[config.mk]
export PLATFORM = sky130hd
export DESIGN_NAME = sha_msg_sched
export DESIGN_NICKNAME = d
export VERILOG_FILES = /design/src/rtl/sha_pkg.sv /design/src/rtl/sha_blk_count.sv /design/src/rtl/sha_msg_sched.sv
export SDC_FILE = /design/constraint.sdc
export NUM_CORES = 2
export LEC_CHECK = 0
export CAP_MARGIN = 20
export CORE_AREA = 2 2 612 614
export CTS_BUF_LIST = sky130_fd_sc_hd__clkbuf_4 sky130_fd_sc_hd__clkbuf_8
export CTS_CLUSTER_DIAMETER = 50
export CTS_CLUSTER_SIZE = 24
export DETAILED_ROUTE_END_ITERATION = 8
export DIE_AREA = 0 0 614 616
export PLACE_DENSITY = 0.3
export REMOVE_ABC_BUFFERS = 1
export SLEW_MARGIN = 25
export SYNTH_ARGS = -nofsm -noshare
export SYNTH_HDL_FRONTEND = slang
export SYNTH_HIERARCHICAL = 1
export SYNTH_SLANG_ARGS = --single-unit
[constraint.sdc]
create_clock -name clk -period 30.8 [get_ports clk]
set_input_delay 4.62 -clock clk [delete_from_list [all_inputs] [get_ports clk]]
set_output_delay 4.62 -clock clk [all_outputs]
set_load 0.01 [all_outputs]
[src/rtl/sha_pkg.sv]
// Shared definitions for the SHA-256 message scheduler and its compression core.
// Provides the scheduler state enum, block/digest geometry and the SHA-256 IV.
package sha_pkg;

  localparam int unsigned BLK_W         = 512;
  localparam int unsigned DIG_W         = 256;
  localparam int unsigned LEN_PAD_BYTES = 8;
  localparam int unsigned BLK_BYTES     = 64;

  // Initial hash value H0..H7, H0 in the most significant word
  localparam logic [DIG_W-1:0] SHA256_IV = {
    32'h6a09e667, 32'hbb67ae85, 32'h3c6ef372, 32'ha54ff53a,
    32'h510e527f, 32'h9b05688c, 32'h1f83d9ab, 32'h5be0cd19
  };

  typedef enum logic [2:0] {
    IDLE,
    WAIT_BLK,
    START,
    COMPRESS,
    DIGEST
  } state_e;

endpackage

[src/rtl/sha_blk_count.sv]
// Padded block count for a message of len_i bytes:
//   blk_tot_o = ((len_i + LEN_PAD_BYTES) / BLK_BYTES) + 1
// computed one bit wider than the byte counter so it cannot overflow.
// Ports:
//   len_i     in  CNT_W    message length in bytes
//   blk_tot_o out CNT_W+1  number of 512-bit blocks after padding
module sha_blk_count
  import sha_pkg::*;
#(
  parameter int unsigned CNT_W = 32
) (
  input  logic [CNT_W-1:0] len_i,
  output logic [CNT_W:0]   blk_tot_o
);

  localparam int unsigned BLK_SH = $clog2(BLK_BYTES);

  logic [CNT_W:0] padded_c;

  assign padded_c  = (CNT_W+1)'(len_i) + (CNT_W+1)'(LEN_PAD_BYTES);
  assign blk_tot_o = (padded_c >> BLK_SH) + (CNT_W+1)'(1);

endmodule

[src/rtl/sha_msg_sched.sv]
// Message-level scheduler between the byte padder and the SHA-256 core.
// Snoops the byte handshake to learn the message length, feeds padded blocks
// to the core with a first-block flag, and returns the digest over valid/ready.
// Optional: define SHA_MSG_SCHED_PERF_EN to add the perf_cycles counter port.
// Ports:
//   clk, rst                       clock, async active-high reset
//   byte_valid/ready/last          snooped padder byte handshake (inputs only)
//   msg_hold                       fences the next message until digest taken
//   blk_valid/blk_ready/blk_data   padded block stream from the padder
//   core_start/first/block         core command (block stable until core_done)
//   core_done/core_digest          core completion
//   dig_valid/dig_ready/dig_data   digest output
//   len_err                        sticky byte counter overflow
//   perf_cycles                    (perf build) cycles from first byte to digest
module sha_msg_sched
  import sha_pkg::*;
#(
  parameter int unsigned CNT_W = 32
) (
  input  logic             clk,
  input  logic             rst,
  input  logic             byte_valid,
  input  logic             byte_ready,
  input  logic             byte_last,
  output logic             msg_hold,
  input  logic             blk_valid,
  output logic             blk_ready,
  input  logic [BLK_W-1:0] blk_data,
  output logic             core_start,
  output logic             core_first,
  output logic [BLK_W-1:0] core_block,
  input  logic             core_done,
  input  logic [DIG_W-1:0] core_digest,
  output logic             dig_valid,
  input  logic             dig_ready,
  output logic [DIG_W-1:0] dig_data,
  output logic             len_err
`ifdef SHA_MSG_SCHED_PERF_EN
  ,
  output logic [31:0]      perf_cycles
`endif
);

  state_e           state_q, state_d;
  logic [CNT_W-1:0] byte_cnt_q, byte_cnt_d;
  logic [CNT_W:0]   blk_cnt_q, blk_cnt_d;
  logic [CNT_W:0]   blk_tot_q, blk_tot_d;
  logic             tot_known_q, tot_known_d;
  logic             msg_hold_q, msg_hold_d;
  logic             len_err_q, len_err_d;
  logic             blk_ready_q, blk_ready_d;
  logic             core_start_q, core_start_d;
  logic             core_first_q, core_first_d;
  logic             dig_valid_q, dig_valid_d;
  logic [BLK_W-1:0] core_block_q, core_block_d;
  logic [DIG_W-1:0] dig_data_q, dig_data_d;

  logic             byte_hs_c;
  logic             last_hs_c;
  logic [CNT_W-1:0] len_c;
  logic [CNT_W:0]   blk_tot_new_c;

  // Handshakes are ignored while fenced and while a digest is pending
  assign byte_hs_c = byte_valid && byte_ready && !msg_hold_q && (state_q != DIGEST);
  assign last_hs_c = byte_hs_c && byte_last;
  assign len_c     = byte_cnt_q + CNT_W'(1);

  sha_blk_count #(.CNT_W(CNT_W)) u_blk_count (
    .len_i     (len_c),
    .blk_tot_o (blk_tot_new_c)
  );

`ifdef SHA_MSG_SCHED_PERF_EN
  logic [31:0] perf_q, perf_d;
  logic        perf_run_q, perf_run_d;
`endif

  // Next-state and registered-output logic
  always_comb begin
    state_d      = state_q;
    byte_cnt_d   = byte_cnt_q;
    blk_cnt_d    = blk_cnt_q;
    blk_tot_d    = blk_tot_q;
    tot_known_d  = tot_known_q;
    msg_hold_d   = msg_hold_q;
    len_err_d    = len_err_q;
    core_block_d = core_block_q;
    dig_data_d   = dig_data_q;
    blk_ready_d  = 1'b0;
    core_start_d = 1'b0;
    core_first_d = 1'b0;
    dig_valid_d  = 1'b0;

    if (byte_hs_c) begin
      byte_cnt_d = len_c;
      if (byte_cnt_q == '1) len_err_d = 1'b1;
    end

    // Applied before the COMPRESS decision so a coincident core_done sees it
    if (last_hs_c) begin
      blk_tot_d   = blk_tot_new_c;
      tot_known_d = 1'b1;
      msg_hold_d  = 1'b1;
    end

    case (state_q)
      IDLE: begin
        if (byte_hs_c) state_d = WAIT_BLK;
      end
      WAIT_BLK: begin
        if (blk_valid) begin
          core_block_d = blk_data;
          state_d      = START;
        end
      end
      START: begin
        blk_cnt_d = blk_cnt_q + (CNT_W+1)'(1);
        state_d   = COMPRESS;
      end
      COMPRESS: begin
        if (core_done) begin
          if (tot_known_d && (blk_cnt_q == blk_tot_d)) begin
            dig_data_d = core_digest;
            state_d    = DIGEST;
          end else begin
            state_d = WAIT_BLK;
          end
        end
      end
      DIGEST: begin
        if (dig_ready) begin
          byte_cnt_d  = '0;
          blk_cnt_d   = '0;
          tot_known_d = 1'b0;
          msg_hold_d  = 1'b0;
          state_d     = IDLE;
        end
      end
      default: state_d = IDLE;
    endcase

    // Outputs are decoded from the next state so they line up with it
    blk_ready_d  = (state_d == WAIT_BLK);
    core_start_d = (state_d == START);
    core_first_d = (state_d == START) && (blk_cnt_q == '0);
    dig_valid_d  = (state_d == DIGEST);
  end

  // State and output registers
  always_ff @(posedge clk or posedge rst) begin
    if (rst) begin
      state_q      <= IDLE;
      byte_cnt_q   <= '0;
      blk_cnt_q    <= '0;
      blk_tot_q    <= '0;
      tot_known_q  <= 1'b0;
      msg_hold_q   <= 1'b0;
      len_err_q    <= 1'b0;
      blk_ready_q  <= 1'b0;
      core_start_q <= 1'b0;
      core_first_q <= 1'b0;
      dig_valid_q  <= 1'b0;
      core_block_q <= '0;
      dig_data_q   <= '0;
    end else begin
      state_q      <= state_d;
      byte_cnt_q   <= byte_cnt_d;
      blk_cnt_q    <= blk_cnt_d;
      blk_tot_q    <= blk_tot_d;
      tot_known_q  <= tot_known_d;
      msg_hold_q   <= msg_hold_d;
      len_err_q    <= len_err_d;
      blk_ready_q  <= blk_ready_d;
      core_start_q <= core_start_d;
      core_first_q <= core_first_d;
      dig_valid_q  <= dig_valid_d;
      core_block_q <= core_block_d;
      dig_data_q   <= dig_data_d;
    end
  end

`ifdef SHA_MSG_SCHED_PERF_EN
  // Cycle counter: restarts on a message's first byte, freezes when the digest appears
  always_comb begin
    perf_d     = perf_q;
    perf_run_d = perf_run_q;
    if ((state_q == IDLE) && byte_hs_c) begin
      perf_d     = '0;
      perf_run_d = 1'b1;
    end else if (perf_run_q) begin
      if (perf_q != '1) perf_d = perf_q + 32'(1);
      if (state_d == DIGEST) perf_run_d = 1'b0;
    end
  end

  always_ff @(posedge clk or posedge rst) begin
    if (rst) begin
      perf_q     <= '0;
      perf_run_q <= 1'b0;
    end else begin
      perf_q     <= perf_d;
      perf_run_q <= perf_run_d;
    end
  end

  assign perf_cycles = perf_q;
`endif

  assign msg_hold   = msg_hold_q;
  assign blk_ready  = blk_ready_q;
  assign core_start = core_start_q;
  assign core_first = core_first_q;
  assign core_block = core_block_q;
  assign dig_valid  = dig_valid_q;
  assign dig_data   = dig_data_q;
  assign len_err    = len_err_q;

endmodule

==> impl_metrics.py <==
metrics = {
    "floorplan": {
        "start_util_pct": 9.51,
        "die_y_um": 616,
        "placeableCoreArea_um2": 371000,
        "ios": 1550,
        "die_w_um": 614,
        "num_rows": 224,
        "die-area_um2": 378000,
    },
    "timing": {
        "slew_violations": 0,
        "tns_ps": 0,
        "worst_slack_ps": 21720,
        "fin_skew_ps": 98.1,
        "hold_slack_ps": 476,
        "fin_crit_ps": 9080,
        "fmax_mhz": 110,
        "rsz0062_at_grt": "false",
        "hold_violations": 0,
        "maxSlewHeadroom_pct": 34.3,
        "setup_viol": 0,
        "finalCritPeriodShare_pct": 29.5,
        "worst_slew_pin_slew_ps": 986,
    },
    "finish": {
        "syn_to_final_growth_pct": 76.6,
        "nFillCells": 40900,
        "drive_above_1_share_pct": 23.5,
        "final_cell_mix": "1549 x clkdlybuf4s50_1, 876 x dfrtp_1, 556 x mux2_2",
        "fin_util_pct": 16.8,
        "final_common_cell": "clkdlybuf4s50_1",
        "final_nets": 4900,
    },
    "worst_setup_path": {
        "reg2reg_to": "dig_data[219]",
        "slowest_stage": "buf_4",
        "critPathMaxStageDelay_ps": 730,
        "critical_path_depth": 12,
        "path_class": "in2reg",
        "reg2reg_from": "byte_cnt_q[4]",
        "endpoint_kind": "flop",
        "cp.buffers_inverters": 6,
        "rr_worst_depth": 21,
        "worst_path_most_repeated_cell": "buf_4",
        "critPathLaunchType": "input pin",
        "cp.arrival_ps": 9960,
        "crit_family": "buffers and inverters",
        "r2r_slack_ps": 22420,
        "crit_required_ps": 31680,
        "crit_fanout": 62,
        "crit_path_cell_trace": "clkdlybuf4s50_1 -> nand4b_1 -> nor2_4 -> buf_16 -> mux2_2 -> nand3b_1 -> nor4_4 -> buf_4 -> buf_4 -> buf_16 -> buf_4 -> mux2_2",
    },
    "global_routing": {
        "grt_max_degree": 146,
        "grt_first_pass_wirelength_um": 334000,
        "track_usage_pct": 13.4,
        "grt_pass1_vias": 30200,
        "gr-total-overflow": 0,
        "antenna_found_initial": 210,
    },
    "routing": {
        "routedWlPerCell_um": 28.2,
        "dr.pass1.iters": 5,
        "route.antenna.remaining_nets": 0,
        "wl_um": 262000,
        "vias": 28600,
        "drc_errors": 0,
        "vias_per_cell": 3.08,
        "drt_iter0_drc": 991,
    },
    "pwr": {
        "pwr-share-seq_pct": 31.4,
        "intPower_w": 0.00367,
        "p_sw_w": 0.00204,
        "power_leakage_nw": 25.1,
        "powerDensity_nw_per_um2": 91.4,
        "clockPowerShare_pct": 32.3,
        "ir_worst_vdd_v": 0.0000476,
        "p_comb_share_pct": 36.3,
        "p_sw_share_pct": 35.7,
    },
    "place": {
        "portBuffers": 1549,
        "place_ws_ps": 20060,
        "place_congestion": 0.928,
        "dp_hpwl_um": 221000,
    },
    "clock_network": {
        "clk_latency_ps": 1000,
        "htree_num_levels": 4,
        "post_cts_resized": 0,
        "cts_setup_buffers": 0,
        "ctsLongestPathBuffers": 4,
        "numCtsBuffers": 217,
        "holdBufCountCts": 0,
        "cts.clk_slew.worst_paths_ps": 70,
        "clock_sinks": 876,
        "cts_tree": "done",
        "cts_root_buf": "clkbuf_8",
    },
    "min_path": {
        "worstHoldPathCells": 1,
        "hp-class": "reg2reg",
        "min_to": "len_err",
        "min_from": "len_err",
    },
    "yosys": {
        "synthCells": 2442,
        "synth.avg_cell_area_um2": 14.5,
        "yosysWarnings": 6,
        "syn_area_um2": 35300,
    },
    "status": {
        "status": "finished, final reports clean",
    },
    "run": {
        "drv_cap": 0,
    },
}
[power by group through the flow]
stage,registers (W),logic (W),clock network (W)
2_1_floorplan,0.00189,0.000885,0
3_3_place_gp,0.00180,0.00220,0
3_5_place_dp,0.00180,0.00220,0
4_1_cts,0.00179,0.00221,0.00193
5_1_grt,0.00184,0.00219,0.00198
6_report,0.00179,0.00207,0.00184
[worst max-delay path by stage]
stage | start | end | slack (ps)
2_1_floorplan | blk_valid | core_block[0] | -12000
3_3_place_gp | byte_valid | dig_data[251] | 20090
6_report | byte_ready | dig_data[219] | 21720
4_1_cts | byte_ready | dig_data[251] | 21260
5_1_grt | byte_ready | dig_data[251] | 21510
3_5_place_dp | byte_ready | dig_data[219] | 20060
[per-layer routing]
| metal | global-route usage (%) | vias to the layer above | wire [um] |
|---|---|---|---|
| li1 | - | 12200 | - |
| met4 | 3.74 | 128 | 8510 |
| met1 | 13.6 | 14400 | 90600 |
| met5 | 0 | - | 782 |
| met2 | 25.5 | 1312 | 140000 |
| met3 | 4.82 | 604 | 22800 |
[registers in the layout (all words and copies together), names as in the netlist]
| register | cells |
|---|---|
| dig_valid | 1 |
| byte_cnt_q | 32 |
| blk_cnt_q | 33 |
| blk_ready | 1 |
| tot_known_q | 1 |
| dig_data | 256 |
| core_start | 1 |
| len_err | 1 |
| core_first | 1 |
| blk_tot_q | 33 |
| msg_hold | 1 |
| core_block | 512 |
| state_q | 3 |
[metrics by stage]
| step | cell area [um^2] | power [W] | cells |
|---|---|---|---|
| 2_1_floorplan | 34700 | 0.00277 | 2319 |
| 3_3_place_gp | 56800 | 0.00400 | 8870 |
| 3_5_place_dp | 56800 | 0.00401 | 8870 |
| 4_1_cts | 62300 | 0.00593 | 9270 |
| 5_1_grt | 62400 | 0.00601 | 9277 |
| 6_report | 62400 | 0.00570 | 9293 |
[layout make-up]
class,instances,area [um^2],area share (%)
Multi-Input combinational cell,1410,12700,20.4
Clock inverter,127,1880,3.01
Clock buffer,273,3590,5.75
Timing Repair Buffer,1582,15900,25.4
Sequential cell,876,21900,35.1
Tap cell,4972,6220,9.97
Inverter,33,131,0.211
Antenna cell,20,50.0,0.0802
Power figures use the tool's default switching activity.
